### config.mk
export PLATFORM = sky130hd
export DESIGN_NAME = frame_writer_flat
export DESIGN_NICKNAME = d
export VERILOG_FILES = /design/src/rtl/display_pkg.sv /design/src/rtl/frame_writer_if.sv /design/src/rtl/pixel_packer.sv /design/src/rtl/frame_writer.sv /design/src/flat_wrapper.sv
export SDC_FILE = /design/constraint.sdc
export NUM_CORES = 1
export LEC_CHECK = 0
export ABC_AREA = 1
export BUFFER_PORTS_ARGS = -buffer_cell sky130_fd_sc_hd__buf_4
export CELL_PAD_IN_SITES_DETAIL_PLACEMENT = 2
export CELL_PAD_IN_SITES_GLOBAL_PLACEMENT = 2
export CORE_ASPECT_RATIO = 0.75
export CORE_MARGIN = 4
export CORE_UTILIZATION = 23
export DETAILED_ROUTE_END_ITERATION = 8
export MAX_ROUTING_LAYER = met4
export PLACE_DENSITY_LB_ADDON = 0.1
export SLEW_MARGIN = 20
export SYNTH_ARGS = -nofsm -noshare
export SYNTH_HDL_FRONTEND = slang
export SYNTH_SLANG_ARGS = --single-unit
### constraint.sdc
create_clock -name clk -period 2.4 [get_ports clk]
set_clock_uncertainty 0.1 [all_clocks]
set_input_delay 0.48 -clock clk [delete_from_list [all_inputs] [get_ports clk]]
set_output_delay 0.48 -clock clk [all_outputs]
set_load 0.01 [all_outputs]
### src/rtl/display_pkg.sv
// Shared constants and FSM state type for the frame writer and its pixel packer.
package display_pkg;
  localparam int unsigned FRAME_LAST_ADDR = 307192;
  localparam int unsigned ADDR_STEP       = 8;
  localparam int unsigned PIX_PER_WORD    = 8;
  localparam int unsigned LANE_W          = 32;
  localparam int unsigned ADDR_W          = 19;
  localparam int unsigned IDX_W           = 3;

  typedef enum logic {
    FILL  = 1'b0,
    ISSUE = 1'b1
  } fw_state_e;
endpackage

### src/rtl/frame_writer_if.sv
// Pixel stream in, 256-bit write requests out to the memory arbiter.
interface frame_writer_if;
  logic [23:0]  pix_data;
  logic         pix_valid;
  logic         pix_ready;
  logic         frame_sync;
  logic [255:0] data_wr;
  logic [255:0] data_rd;
  logic [27:0]  mem_data_addr;
  logic         mem_rw_data;
  logic         mem_valid_data;
  logic         mem_ready_data;
  logic         last_addr_update;

  modport master (
    input  pix_data, pix_valid, frame_sync, data_rd, mem_ready_data,
    output pix_ready, data_wr, mem_data_addr, mem_rw_data, mem_valid_data,
           last_addr_update
  );

  modport slave (
    output pix_data, pix_valid, frame_sync, data_rd, mem_ready_data,
    input  pix_ready, data_wr, mem_data_addr, mem_rw_data, mem_valid_data,
           last_addr_update
  );
endinterface

### src/rtl/pixel_packer.sv
// Writes one pixel per enabled cycle into lane idx of the 256-bit word.
// Define FRAME_WRITER_GRAY_EN to store {Y,Y,Y} with Y=(R+2G+B)>>2 instead of RGB.
module pixel_packer
  import display_pkg::*;
(
  input  logic                                   clk,
  input  logic                                   rst,
  input  logic                                   wr_en,
  input  logic [IDX_W-1:0]                       idx,
  input  logic [23:0]                            pix,
  output logic [PIX_PER_WORD-1:0][LANE_W-1:0]    word
);
  logic [PIX_PER_WORD-1:0][LANE_W-1:0] word_q, word_d;
  logic [23:0]                         lane_px;

`ifdef FRAME_WRITER_GRAY_EN
  logic [9:0] lum_sum;
  always_comb begin
    lum_sum = {2'b00, pix[23:16]} + {1'b0, pix[15:8], 1'b0} + {2'b00, pix[7:0]};
    lane_px = {3{lum_sum[9:2]}};
  end
`else
  always_comb lane_px = pix;
`endif

  always_comb begin
    word_d = word_q;
    if (wr_en) word_d[idx] = {8'h00, lane_px};
  end

  always_ff @(posedge clk or negedge rst) begin
    if (!rst) word_q <= '0;
    else      word_q <= word_d;
  end

  assign word = word_q;
endmodule

### src/rtl/frame_writer.sv
// Packs 8 pixels per 256-bit word and issues sequential frame-buffer writes.
// Optional FRAME_WRITER_GRAY_EN (handled in pixel_packer) stores grayscale.
module frame_writer
  import display_pkg::*;
#(
  parameter int unsigned LAST_ADDR = FRAME_LAST_ADDR
) (
  input  logic            clk,
  input  logic            rst,
  frame_writer_if.master  bus
);
  fw_state_e         state_q, state_d;
  logic [IDX_W-1:0]  cnt_q, cnt_d;
  logic [ADDR_W-1:0] addr_q, addr_d;
  logic              pend_q, pend_d;
  logic              last_q, last_d;
  logic              rdy_q, rdy_d;
  logic              pix_ready, acc, wr_en;
  logic [IDX_W-1:0]  wr_idx;
  logic [PIX_PER_WORD-1:0][LANE_W-1:0] word;
  logic              unused_rd;

  assign pix_ready = rdy_q && (state_q == FILL);
  assign acc       = bus.pix_valid && pix_ready;

  always_comb begin
    state_d = state_q;
    cnt_d   = cnt_q;
    addr_d  = addr_q;
    pend_d  = pend_q;
    last_d  = 1'b0;
    rdy_d   = 1'b1;
    wr_en   = 1'b0;
    wr_idx  = cnt_q;
    case (state_q)
      FILL: begin
        if (bus.frame_sync) begin
          // Realign: the pixel of this cycle (if any) becomes lane 0 at address 0.
          addr_d = '0;
          cnt_d  = '0;
          if (acc) begin
            wr_en  = 1'b1;
            wr_idx = '0;
            cnt_d  = IDX_W'(1);
          end
        end else if (acc) begin
          wr_en = 1'b1;
          cnt_d = cnt_q + IDX_W'(1);
          if (cnt_q == IDX_W'(PIX_PER_WORD - 1)) state_d = ISSUE;
        end
      end
      ISSUE: begin
        if (bus.mem_ready_data) begin
          state_d = FILL;
          cnt_d   = '0;
          pend_d  = 1'b0;
          if (addr_q == ADDR_W'(LAST_ADDR)) begin
            addr_d = '0;
            last_d = 1'b1;
          end else begin
            addr_d = addr_q + ADDR_W'(ADDR_STEP);
          end
          // A realign seen during the write takes effect once it completes.
          if (pend_q || bus.frame_sync) addr_d = '0;
        end else if (bus.frame_sync) begin
          pend_d = 1'b1;
        end
      end
      default: state_d = FILL;
    endcase
  end

  always_ff @(posedge clk or negedge rst) begin
    if (!rst) begin
      state_q <= FILL;
      cnt_q   <= '0;
      addr_q  <= '0;
      pend_q  <= 1'b0;
      last_q  <= 1'b0;
      rdy_q   <= 1'b0;
    end else begin
      state_q <= state_d;
      cnt_q   <= cnt_d;
      addr_q  <= addr_d;
      pend_q  <= pend_d;
      last_q  <= last_d;
      rdy_q   <= rdy_d;
    end
  end

  pixel_packer u_packer (
    .clk   (clk),
    .rst   (rst),
    .wr_en (wr_en),
    .idx   (wr_idx),
    .pix   (bus.pix_data),
    .word  (word)
  );

  assign unused_rd            = ^bus.data_rd;
  assign bus.pix_ready        = pix_ready;
  assign bus.data_wr          = word;
  assign bus.mem_data_addr    = {9'b0, addr_q};
  assign bus.mem_rw_data      = 1'b1;
  assign bus.mem_valid_data   = (state_q == ISSUE);
  assign bus.last_addr_update = last_q;
endmodule

### src/flat_wrapper.sv
// flat-port wrapper written by rule: the top's interface ports become plain ports
module frame_writer_flat import display_pkg::*;
#(
  parameter int unsigned LAST_ADDR = FRAME_LAST_ADDR
)
  (clk, rst, bus_pix_data, bus_pix_valid, bus_frame_sync, bus_data_rd, bus_mem_ready_data, bus_pix_ready, bus_data_wr, bus_mem_data_addr, bus_mem_rw_data, bus_mem_valid_data, bus_last_addr_update);
  frame_writer_if bus_i ();
  input  logic clk;
  input  logic rst;
  input wire logic [$bits(bus_i.pix_data)-1:0] bus_pix_data;
  input wire logic [$bits(bus_i.pix_valid)-1:0] bus_pix_valid;
  input wire logic [$bits(bus_i.frame_sync)-1:0] bus_frame_sync;
  input wire logic [$bits(bus_i.data_rd)-1:0] bus_data_rd;
  input wire logic [$bits(bus_i.mem_ready_data)-1:0] bus_mem_ready_data;
  output wire logic [$bits(bus_i.pix_ready)-1:0] bus_pix_ready;
  output wire logic [$bits(bus_i.data_wr)-1:0] bus_data_wr;
  output wire logic [$bits(bus_i.mem_data_addr)-1:0] bus_mem_data_addr;
  output wire logic [$bits(bus_i.mem_rw_data)-1:0] bus_mem_rw_data;
  output wire logic [$bits(bus_i.mem_valid_data)-1:0] bus_mem_valid_data;
  output wire logic [$bits(bus_i.last_addr_update)-1:0] bus_last_addr_update;
  assign bus_i.pix_data = bus_pix_data;
  assign bus_i.pix_valid = bus_pix_valid;
  assign bus_i.frame_sync = bus_frame_sync;
  assign bus_i.data_rd = bus_data_rd;
  assign bus_i.mem_ready_data = bus_mem_ready_data;
  assign bus_pix_ready = bus_i.pix_ready;
  assign bus_data_wr = bus_i.data_wr;
  assign bus_mem_data_addr = bus_i.mem_data_addr;
  assign bus_mem_rw_data = bus_i.mem_rw_data;
  assign bus_mem_valid_data = bus_i.mem_valid_data;
  assign bus_last_addr_update = bus_i.last_addr_update;
  frame_writer #(.LAST_ADDR(LAST_ADDR)) u_core (.clk(clk), .rst(rst), .bus(bus_i));
endmodule
After elaboration in Yosys (flattened, before gate mapping) --
Index checks and enable logic that the tools add are counted.
Storage, ports and cells: register bits after elaboration 282, input bits 285, word-level logic and storage cells 60, output and inout port bits 288
Operators by class: order comparisons 2, bitwise operators 1, $add $sub $neg 2, multiplexer cells 28, reduce and logical (&&, ||, !) cells 8, eq/ne operators 5
Operators by type and width (number):
- bitwise mux 256 bit | 1
- demux 32 bit (select 3 bit) | 1
- 2-to-1 mux 19 bit | 4
- one-hot mux 19 bit (2 select lines) | 1
- 2-to-1 mux 32 bit | 1
- adder 19 x 4 -> 19 bit, second input constant | 1
- == test 19 bit, second input constant | 1
- 2-to-1 mux 3 bit | 6
- 2-to-1 mux 1 bit | 12
- one-hot mux 3 bit (2 select lines) | 1
- AND reduction 2 bit | 3
- less-than comparator 3 x 4 -> 1 bit, second input constant | 1
- != test 2 bit, second input constant | 2
- adder 3 x 1 -> 3 bit, second input constant | 1
- == test 3 bit, second input constant | 1
- greater-or-equal comparator 3 x 1 -> 1 bit, second input constant | 1
- logical AND 1 bit | 3
- != test 3 x 2 -> 1 bit, second input constant | 1
- one-hot mux 1 bit (2 select lines) | 1
- nonzero test 2 bit | 1
- logical OR 1 bit | 1
- NOT 1 bit | 1

Longest topological paths before layout --
Gate-level depths: netlist (run 1).
depth in word-level cells 11, mapped depth 11, gate-level depth less buffers 9

Modules after synthesis --
From an unflattened synthesis (run 1), not the netlist that was laid out.
Unflattened totals: cells, all modules 1132, area, all modules 9549.2 um^2
Modules (own cells, without submodules):
- pixel_packer | area an instance 8029.0 um^2, sequential area each 4804.6 um^2, cells an instance 927, times used 1
- frame_writer | area an instance 1520.2 um^2, sequential area each 575.6 um^2, cells an instance 205, times used 1

Worst setup path before layout (run 1) --
No wires, ideal clock.
path kind register to register, from register u_core.state_q, in the netlist u_core.bus.mem_valid_data, to register u_core.u_packer.word_q, in the netlist u_core.u_packer.word[36], data required time 2183 ps, cell stages (with the launch flop) 12, slack 623 ps, path buffers 3, setup time 117 ps, arrival 1561 ps, period minus slack after synthesis 1777 ps, path through dfrtp_1 buf_6 nor2_8 nand2_4 inv_2 nand3_2 buf_4 inv_2 nand2_2 buf_2 nand2_1 nand2_1
On the way: cells in the longest elaborated chain, start to end 11, elaborated cells between the ends (all ways) 14, classes of those cells order compare (2); mux (8); bitwise (1); reduce/logical (3)
RTL lines:
- start: declaration | line frame_writer.sv:12 | fw_state_e state_q, state_d;
- start signal: assignment | line frame_writer.sv:82 | state_q <= state_d;
- NOT 1 bit * | line frame_writer.sv:23 | assign pix_ready = rdy_q && (state_q == FILL);
- logical AND 1 bit * | line frame_writer.sv:23
- net bus_pix_ready | line flat_wrapper.sv:15 | output wire logic [$bits(bus_i.pix_ready)-1:0] bus_pix_ready;
- logical AND 1 bit * | line frame_writer.sv:24 | assign acc = bus.pix_valid && pix_ready;
- 2-to-1 mux 3 bit | line frame_writer.sv:41 | if (acc) begin
- 2-to-1 mux 3 bit | line frame_writer.sv:37 | if (bus.frame_sync) begin
- 2-to-1 mux 3 bit | line frame_writer.sv:35 | case (state_q)
- less-than comparator 3 x 4 -> 1 bit (not written as such) / greater-or-equal comparator 3 x 1 -> 1 bit (equally long branches) | line pixel_packer.sv:28 | if (wr_en) word_d[idx] = {8'h00, lane_px};
- logical AND 1 bit (not written as such) | line pixel_packer.sv:28
- 2-to-1 mux 32 bit (not written as such) | line pixel_packer.sv:28
- demux 32 bit (select 3 bit) | line pixel_packer.sv:28
- bitwise mux 256 bit | line pixel_packer.sv:28
- end signal: assignment | line pixel_packer.sv:33 | else word_q <= word_d;
- end: declaration | line pixel_packer.sv:13 | logic [PIX_PER_WORD-1:0][LANE_W-1:0] word_q, word_d;
The timed path passes the listed nets; every way through them passes the cells marked *. A chain may end at the register's enable or synchronous reset.

Worst setup path in the final report (run 1) --
from register u_core.state_q, in the netlist u_core.bus.mem_valid_data, to register u_core.u_packer.word_q, in the netlist u_core.u_packer.word[44]
On the way: cells in the longest elaborated chain, start to end 11, elaborated cells between the ends (all ways) 14, classes of those cells order compare (2); mux (8); bitwise (1); reduce/logical (3)
RTL lines (line):
- NOT 1 bit | frame_writer.sv:23
- logical AND 1 bit | frame_writer.sv:23
- logical AND 1 bit | frame_writer.sv:24
- 2-to-1 mux 3 bit | frame_writer.sv:41
- 2-to-1 mux 3 bit | frame_writer.sv:37
- 2-to-1 mux 3 bit | frame_writer.sv:35
- less-than comparator 3 x 4 -> 1 bit (not written as such) / greater-or-equal comparator 3 x 1 -> 1 bit (equally long branches) | pixel_packer.sv:28
- logical AND 1 bit (not written as such) | pixel_packer.sv:28
- 2-to-1 mux 32 bit (not written as such) | pixel_packer.sv:28
- demux 32 bit (select 3 bit) | pixel_packer.sv:28
- bitwise mux 256 bit | pixel_packer.sv:28
Several ways; a longest one is shown, not always the timed one.

==> results.md, run 1 <==
* PortBufs at 239
* GPL Wtd Cong at 0.768
* Final period util at 0.879
* Final min period at 2.11 ns
* Die W at 245 µm
* Initial DRC Count at 431
* Clk slew on worst S/H paths at 0.06 ns
* CP endpoint kind: flip-flop
* Layout cell share with drive strength beyond 1 at 0.253
* Final Power at 0.0121 W
* Warnings, synthesis at 0
* Routed WL at 44.3 mm
* Worst skew pair latency at 0.54 ns
* Largest net degree at the start of global routing at 47
* Grt total ovfl at 0
* Compound-gate portion of the synthesized area at 0.0883
* Largest family of logic cells by synthesized area: simple AND/OR/NAND/NOR gates
* Slew margin rel. at 0.584
* Async S/R FF share, synth at 1.00
* Placed cell area at 11,900 µm²
* Hpwl dp at 32.7 mm
* Vias per cell at 4.41
* Area growth, synth to finish at 32.6%
* Max-Cap Viols at 0
* Final-report setup violation count at 0
* DR DRC count at 0
* Longest Clk Path Bufs at 3
* Final layout net count at 1,643
* Number of flops mapped to enable cells by yosys at 0
* Antenna diodes at 0
* Post-route antenna net violation count at 0
* I/O Pins at 573
* Total track usage at 0.196
* Startpoint Class: flip-flop
* RSZ-0062 raised after global routing: no
* Cell with the most instances after synthesis: nand2_1
* Mean Syn Cell Area at 8.60 µm²
* VDD IR max at 0.537 mV
* Post-synthesis mux area share at 0
* DRT Pass-1 Iters at 4
* Area contributors post-synth: dfrtp_1 (55%), nand2_1 (17%), o21ai_0 (6.9%)
* Post-route worst setup slack at 0.292 ns
* Top cell type's share of synthesized area at 0.555
* Htree depth at 1
* Core area at 41,200 µm²
* Unique masters post-synth at 29
* Status: completed
* Synth Area in XOR/XNOR at 0.00271
* Fillers at 4,670
* Fin area at 12,900 µm²
* Leading area contributor after synthesis: dfrtp_1
* Fin Setup TNS at 0 ns
* Top_reg_cell synth: dfrtp_1
* Hold Worst Slack at 0.158 ns
* Crit-path max FO at 24
* Initial antenna violation count at 2
* TritonCTS sink count at 215
* Vias in the first global route at 9,398
* Cell Rows at 64
* First-pass GRT wire length at 64.9 mm
* Post-synthesis adder-cell area fraction at 0.00387
* PD cells at 938 nW/µm²
* R2R cell count at 8
* Simple-Gate Fraction of Synth Area at 0.237
* Num CTS Buffers at 27
* Crit path arrival time at 2.43 ns
* Slew Limit Fails at 0
* Worst Hold Depth at 3
* Worst min path class: in2reg
* Wirelength per Cell at 22.9 µm
* Fmax at 0.474 GHz
* Worst EP required at 2.72 ns
* Final number of hold-violating endpoints at 0
* Chip Height at 186 µm
* Mapped Area at 9700 µm²
* Place WS at 0.116 ns
* Synthesis-stage register bit count at 215
* Starting Density at 0.235
* CP Class: reg2reg
* Synthesized instance count at 1,127
* Number of gates resized after cts at 0
* Post-synth top cells: nand2_1 (436), dfrtp_1 (215), o21ai_0 (133)
* Leakage at 6.92 nW
* CTS tree: built
* CTS root buffer: clkbuf_16
* Worst slew pin tran at 0.624 ns
* Sequential fraction of the synthesis area at 0.555
* Via count at 8,545
* Die area at 45,500 µm²
[state kept, by name, summed over array words and instances, names as in the netlist]
register,count
u_core.addr_q,16
u_core.rdy_q,1
u_core.bus.mem_valid_data,1
u_core.pend_q,1
u_core.cnt_q,3
u_core.u_packer.word,192
u_core.bus.last_addr_update,1
[cell families (layout without fill, tap and decap cells)]
| logic type | Yosys count | after routing |
|---|---|---|
| AOI/OAI and AO/OA | 165 | 165 |
| xor gates and xnor gates | 3 | 3 |
| adders and majority gates | 3 | 3 |
| buffers and inverters | 184 | 356 |
| DFF | 215 | 215 |
| other | 2 | 78 |
| and+or+nand+nor | 555 | 555 |
[final cells by class]
type / instances / area [µm²] / area share
inverters: 25 / 93.8 / 0.00730
clock inverters: 12 / 143 / 0.0111
repair buffers: 282 / 2240 / 0.174
well taps: 561 / 702 / 0.0546
clock buffers: 37 / 773 / 0.0602
flip-flops and latches: 215 / 5380 / 0.419
multi-input cells: 804 / 3520 / 0.274
[per-layer routing]
layer / wire, µm / global-route usage
met5: 0 / -
met4: 833 / 0.0333
met3: 4460 / 0.0806
met2: 18000 / 0.274
met1: 20900 / 0.269
[through the flow]
stage | instances | utilization
after floorplan | 1203 | -
after global placement | 1886 | 0.289
after detailed placement | 1886 | 0.289
after CTS | 1936 | 0.312
after global routing | 1936 | 0.312
final | 1936 | 0.312
[power breakdown]
group	switching (W)	total (W)	internal, W
registers	0.000431	0.00477	0.00434
logic	0.00180	0.00302	0.00122
clock network	0.00170	0.00427	0.00257
total	0.00394	0.0121	0.00812
[cell usage in the layout (no fill, tap or decap), types with 2 or more instances in the layout]
| cell type | n |
|---|---|
| clkinv_2 | 6 |
| bufinv_16 | 3 |
| dfrtp_1 | 215 |
| clkinvlp_4 | 3 |
| clkbuf_1 | 4 |
| nor2_1 | 29 |
| nand3_2 | 2 |
| nand2_4 | 2 |
| xor2_1 | 3 |
| o21bai_1 | 3 |
| nand3_1 | 71 |
| nand3_4 | 2 |
| clkbuf_16 | 27 |
| nand4_1 | 4 |
| nor2_4 | 6 |
| buf_4 | 271 |
| a21oi_1 | 3 |
| conb_1 | 78 |
| buf_12 | 9 |
| inv_2 | 3 |
| o21ai_0 | 133 |
| ha_1 | 3 |
| nand2_1 | 436 |
| clkbuf_8 | 6 |
| o21ai_1 | 22 |
| inv_1 | 22 |
[final timing paths]
kind / from / end / slack [ns]
max: u_core.bus.mem_valid_data$_DFF_PN0_ / u_core.u_packer.word[44]$_DFFE_PN0P_ / 0.29
min: bus_pix_data[3] / u_core.u_packer.word[227]$_DFFE_PN0P_ / 0.16
max reg2reg: u_core.bus.mem_valid_data$_DFF_PN0_ / u_core.u_packer.word[44]$_DFFE_PN0P_ / 0.29
min reg2reg: u_core.u_packer.word[40]$_DFFE_PN0P_ / u_core.u_packer.word[40]$_DFFE_PN0P_ / 0.38
max in group asynchronous: rst / u_core.u_packer.word[100]$_DFFE_PN0P_ / 1.15
min in group asynchronous: rst / u_core.addr_q[18]$_DFFE_PN0P_ / 0.32
[worst max-delay path, stage by stage (launching register included)]
cell	delay, ns
dfrtp_1	0.43
nor2_8	0.16
nand2_4	0.09
inv_2	0.11
nand2_4	0.09
o21ai_4	0.21
nand2_2	0.50
nand2_1	0.19
nand2_1	0.08
[what timing repair did]
item | CTS | global route
setup buffers | 0 | 0
hold buffers | 1 | 0
hold endpoints to repair | 38 | 0
(Power assumes the default switching activity.)
==> inputs of run 2 (changes only) <==
--- a/config.mk
+++ b/config.mk
@@ -7,14 +7,10 @@
 export LEC_CHECK = 0
 export ABC_AREA = 1
 export BUFFER_PORTS_ARGS = -buffer_cell sky130_fd_sc_hd__buf_4
-export CELL_PAD_IN_SITES_DETAIL_PLACEMENT = 2
-export CELL_PAD_IN_SITES_GLOBAL_PLACEMENT = 2
-export CORE_ASPECT_RATIO = 0.75
-export CORE_MARGIN = 4
-export CORE_UTILIZATION = 23
+export CORE_AREA = 4 4 223 225
 export DETAILED_ROUTE_END_ITERATION = 8
+export DIE_AREA = 0 0 227 229
 export MAX_ROUTING_LAYER = met4
-export PLACE_DENSITY_LB_ADDON = 0.1
 export SLEW_MARGIN = 20
 export SYNTH_ARGS = -nofsm -noshare
 export SYNTH_HDL_FRONTEND = slang
==> results.md, run 2 (synthesized netlist as in run 1, its figures left out) <==
* Longest Clk Path Bufs at 3
* Final number of hold-violating endpoints at 0
* Clk slew on worst S/H paths at 0.06 ns
* Final period util at 0.872
* Fmax at 0.478 GHz
* Crit path arrival time at 2.46 ns
* VDD IR max at 0.581 mV
* CP Class: reg2reg
* Worst Hold Depth at 3
* I/O Pins at 573
* Largest net degree at the start of global routing at 74
* Worst hold endpoint: u_core.u_packer.word[245]$_DFFE_PN0P_
* DR DRC count at 0
* Cell Rows at 80
* CTS tree: built
* Total track usage at 0.130
* Startpoint Class: flip-flop
* PD cells at 898 nW/µm²
* Worst reg2reg path endpoint: u_core.u_packer.word[23]$_DFFE_PN0P_
* Worst skew pair latency at 0.52 ns
* Hpwl dp at 25.0 mm
* Initial DRC Count at 614
* Vias per cell at 4.21
* Chip Height at 229 µm
* Status: completed
* Die area at 52,000 µm²
* Most frequent cells in the layout: nand2_1 (436), buf_4 (261), dfrtp_1 (215)
* First-pass GRT wire length at 50.7 mm
* R2R Setup Slk at 0.31 ns
* CTS root buffer: clkbuf_16
* R2R cell count at 8
* CP endpoint kind: flip-flop
* Commonest non-fill, non-tap cell in the layout: nand2_1
* Layout cell share with drive strength beyond 1 at 0.244
* Core area at 47,500 µm²
* Worst slew pin tran at 0.806 ns
* Initial antenna violation count at 2
* Number of flip-flops in the largest register at 192
* GPL Wtd Cong at 0.829
* Num CTS Buffers at 25
* Max-Cap Viols at 0
* Slew margin rel. at 0.461
* Worst EP required at 2.77 ns
* Htree depth at 1
* Final layout net count at 1,630
* Vias in the first global route at 7,869
* R2r startpoint: u_core.bus.mem_valid_data$_DFF_PN0_
* TritonCTS sink count at 215
* Final-report setup violation count at 0
* Routed WL at 34.9 mm
* DRT Pass-1 Iters at 5
* Crit-path max FO at 26
* Final min period at 2.09 ns
* Grt total ovfl at 0
* Leakage at 6.85 nW
* Fin Setup TNS at 0 ns
* Starting Density at 0.204
* Post-route worst setup slack at 0.308 ns
* Hold path startpoint: bus_pix_data[21]
* RSZ-0062 raised after global routing: no
* Worst min path class: in2reg
* PortBufs at 239
* Area growth, synth to finish at 31.7%
* Wirelength per Cell at 17.7 µm
* Slew Limit Fails at 0
* Place WS at 0.0411 ns
* Via count at 8,330
* Post-CTS Setup Inserts at 0
* Die W at 227 µm
* Post-route antenna net violation count at 0
==> run 2: cell count changes in the layout (fill, tap and decap cells not counted), sizes merged <==
cell / change
bufinv: -1
buf: -11
diode: +1
clkinv: -3
clkbuf: +2
inv: +2
clkinvlp: -3
==> run 2: repair_timing <==
| action | CTS | global route |
|---|---|---|
| resized for setup | 0 | 1 |
| hold endpoints to repair | 67 | 0 |
| setup endpoints to repair | 0 | 24 |
| hold buffers | 1 | 0 |
==> run 2: cell type report <==
type	count	area [µm²]
fill	5082	34800
sequential	215	5380
multi-input combinational	804	3520
timing repair buffer	271	2140
tap	615	769
clock buffer	39	758
clock inverter	7	96.3
inverter	25	93.8
antenna	1	2.50
==> run 2: critical path: stages, from the launching register on <==
cell and delay (ns):
dfrtp_1 0.52, nor2_8 0.19, nand2_4 0.09, inv_2 0.09, nand2_4 0.08, o21ai_4 0.30, buf_4 0.42, nand3_1 0.14
nand2_1 0.10
==> run 2: per-stage QoR <==
stage / instance area [µm²] / hold slack, ns / cells / utilization / power (W)
after floorplan: 9980 / 0.0844 / 1203 / - / 0.00596
after detailed placement: 11900 / 0.360 / 1929 / 0.250 / 0.00762
after CTS: 12800 / 0.131 / 1976 / 0.268 / 0.0116
after global routing: 12800 / 0.144 / 1976 / 0.268 / 0.0121
final: 12800 / 0.160 / 1977 / 0.269 / 0.0115
after global placement: 11900 / 0.358 / 1929 / 0.250 / 0.00755
==> run 2: how the worst max path moves through the flow <==
stage                                             start                              endpoint  slack, ns  depth (start not counted)
finish              u_core.bus.mem_valid_data$_DFF_PN0_  u_core.u_packer.word[23]$_DFFE_PN0P_       0.31                          8
global placement    u_core.bus.mem_valid_data$_DFF_PN0_  u_core.u_packer.word[35]$_DFFE_PN0P_       0.11                          8
detailed placement  u_core.bus.mem_valid_data$_DFF_PN0_  u_core.u_packer.word[50]$_DFFE_PN0P_       0.04                          8
global route        u_core.bus.mem_valid_data$_DFF_PN0_  u_core.u_packer.word[50]$_DFFE_PN0P_       0.14                          8
CTS                 u_core.bus.mem_valid_data$_DFF_PN0_  u_core.u_packer.word[50]$_DFFE_PN0P_       0.03                          8
floorplan           u_core.bus.mem_valid_data$_DFF_PN0_  u_core.u_packer.word[36]$_DFFE_PN0P_       0.62                         11
==> run 2: per-layer routing <==
metal | vias up | global-route usage | wire length (µm)
met2 | 376 | 0.192 | 15100
li1 | 3861 | - | -
met3 | 38 | 0.0405 | 3310
met1 | 4055 | 0.181 | 16000
met5 | - | - | 0
met4 | 0 | 0.0195 | 533
==> run 2: power by group <==
part / internal, W / leakage (nW) / switching (W)
Combinational: 0.00120 / 3.55 / 0.00154
Sequential: 0.00434 / 2.87 / 0.000453
Clock: 0.00239 / 0.422 / 0.00155
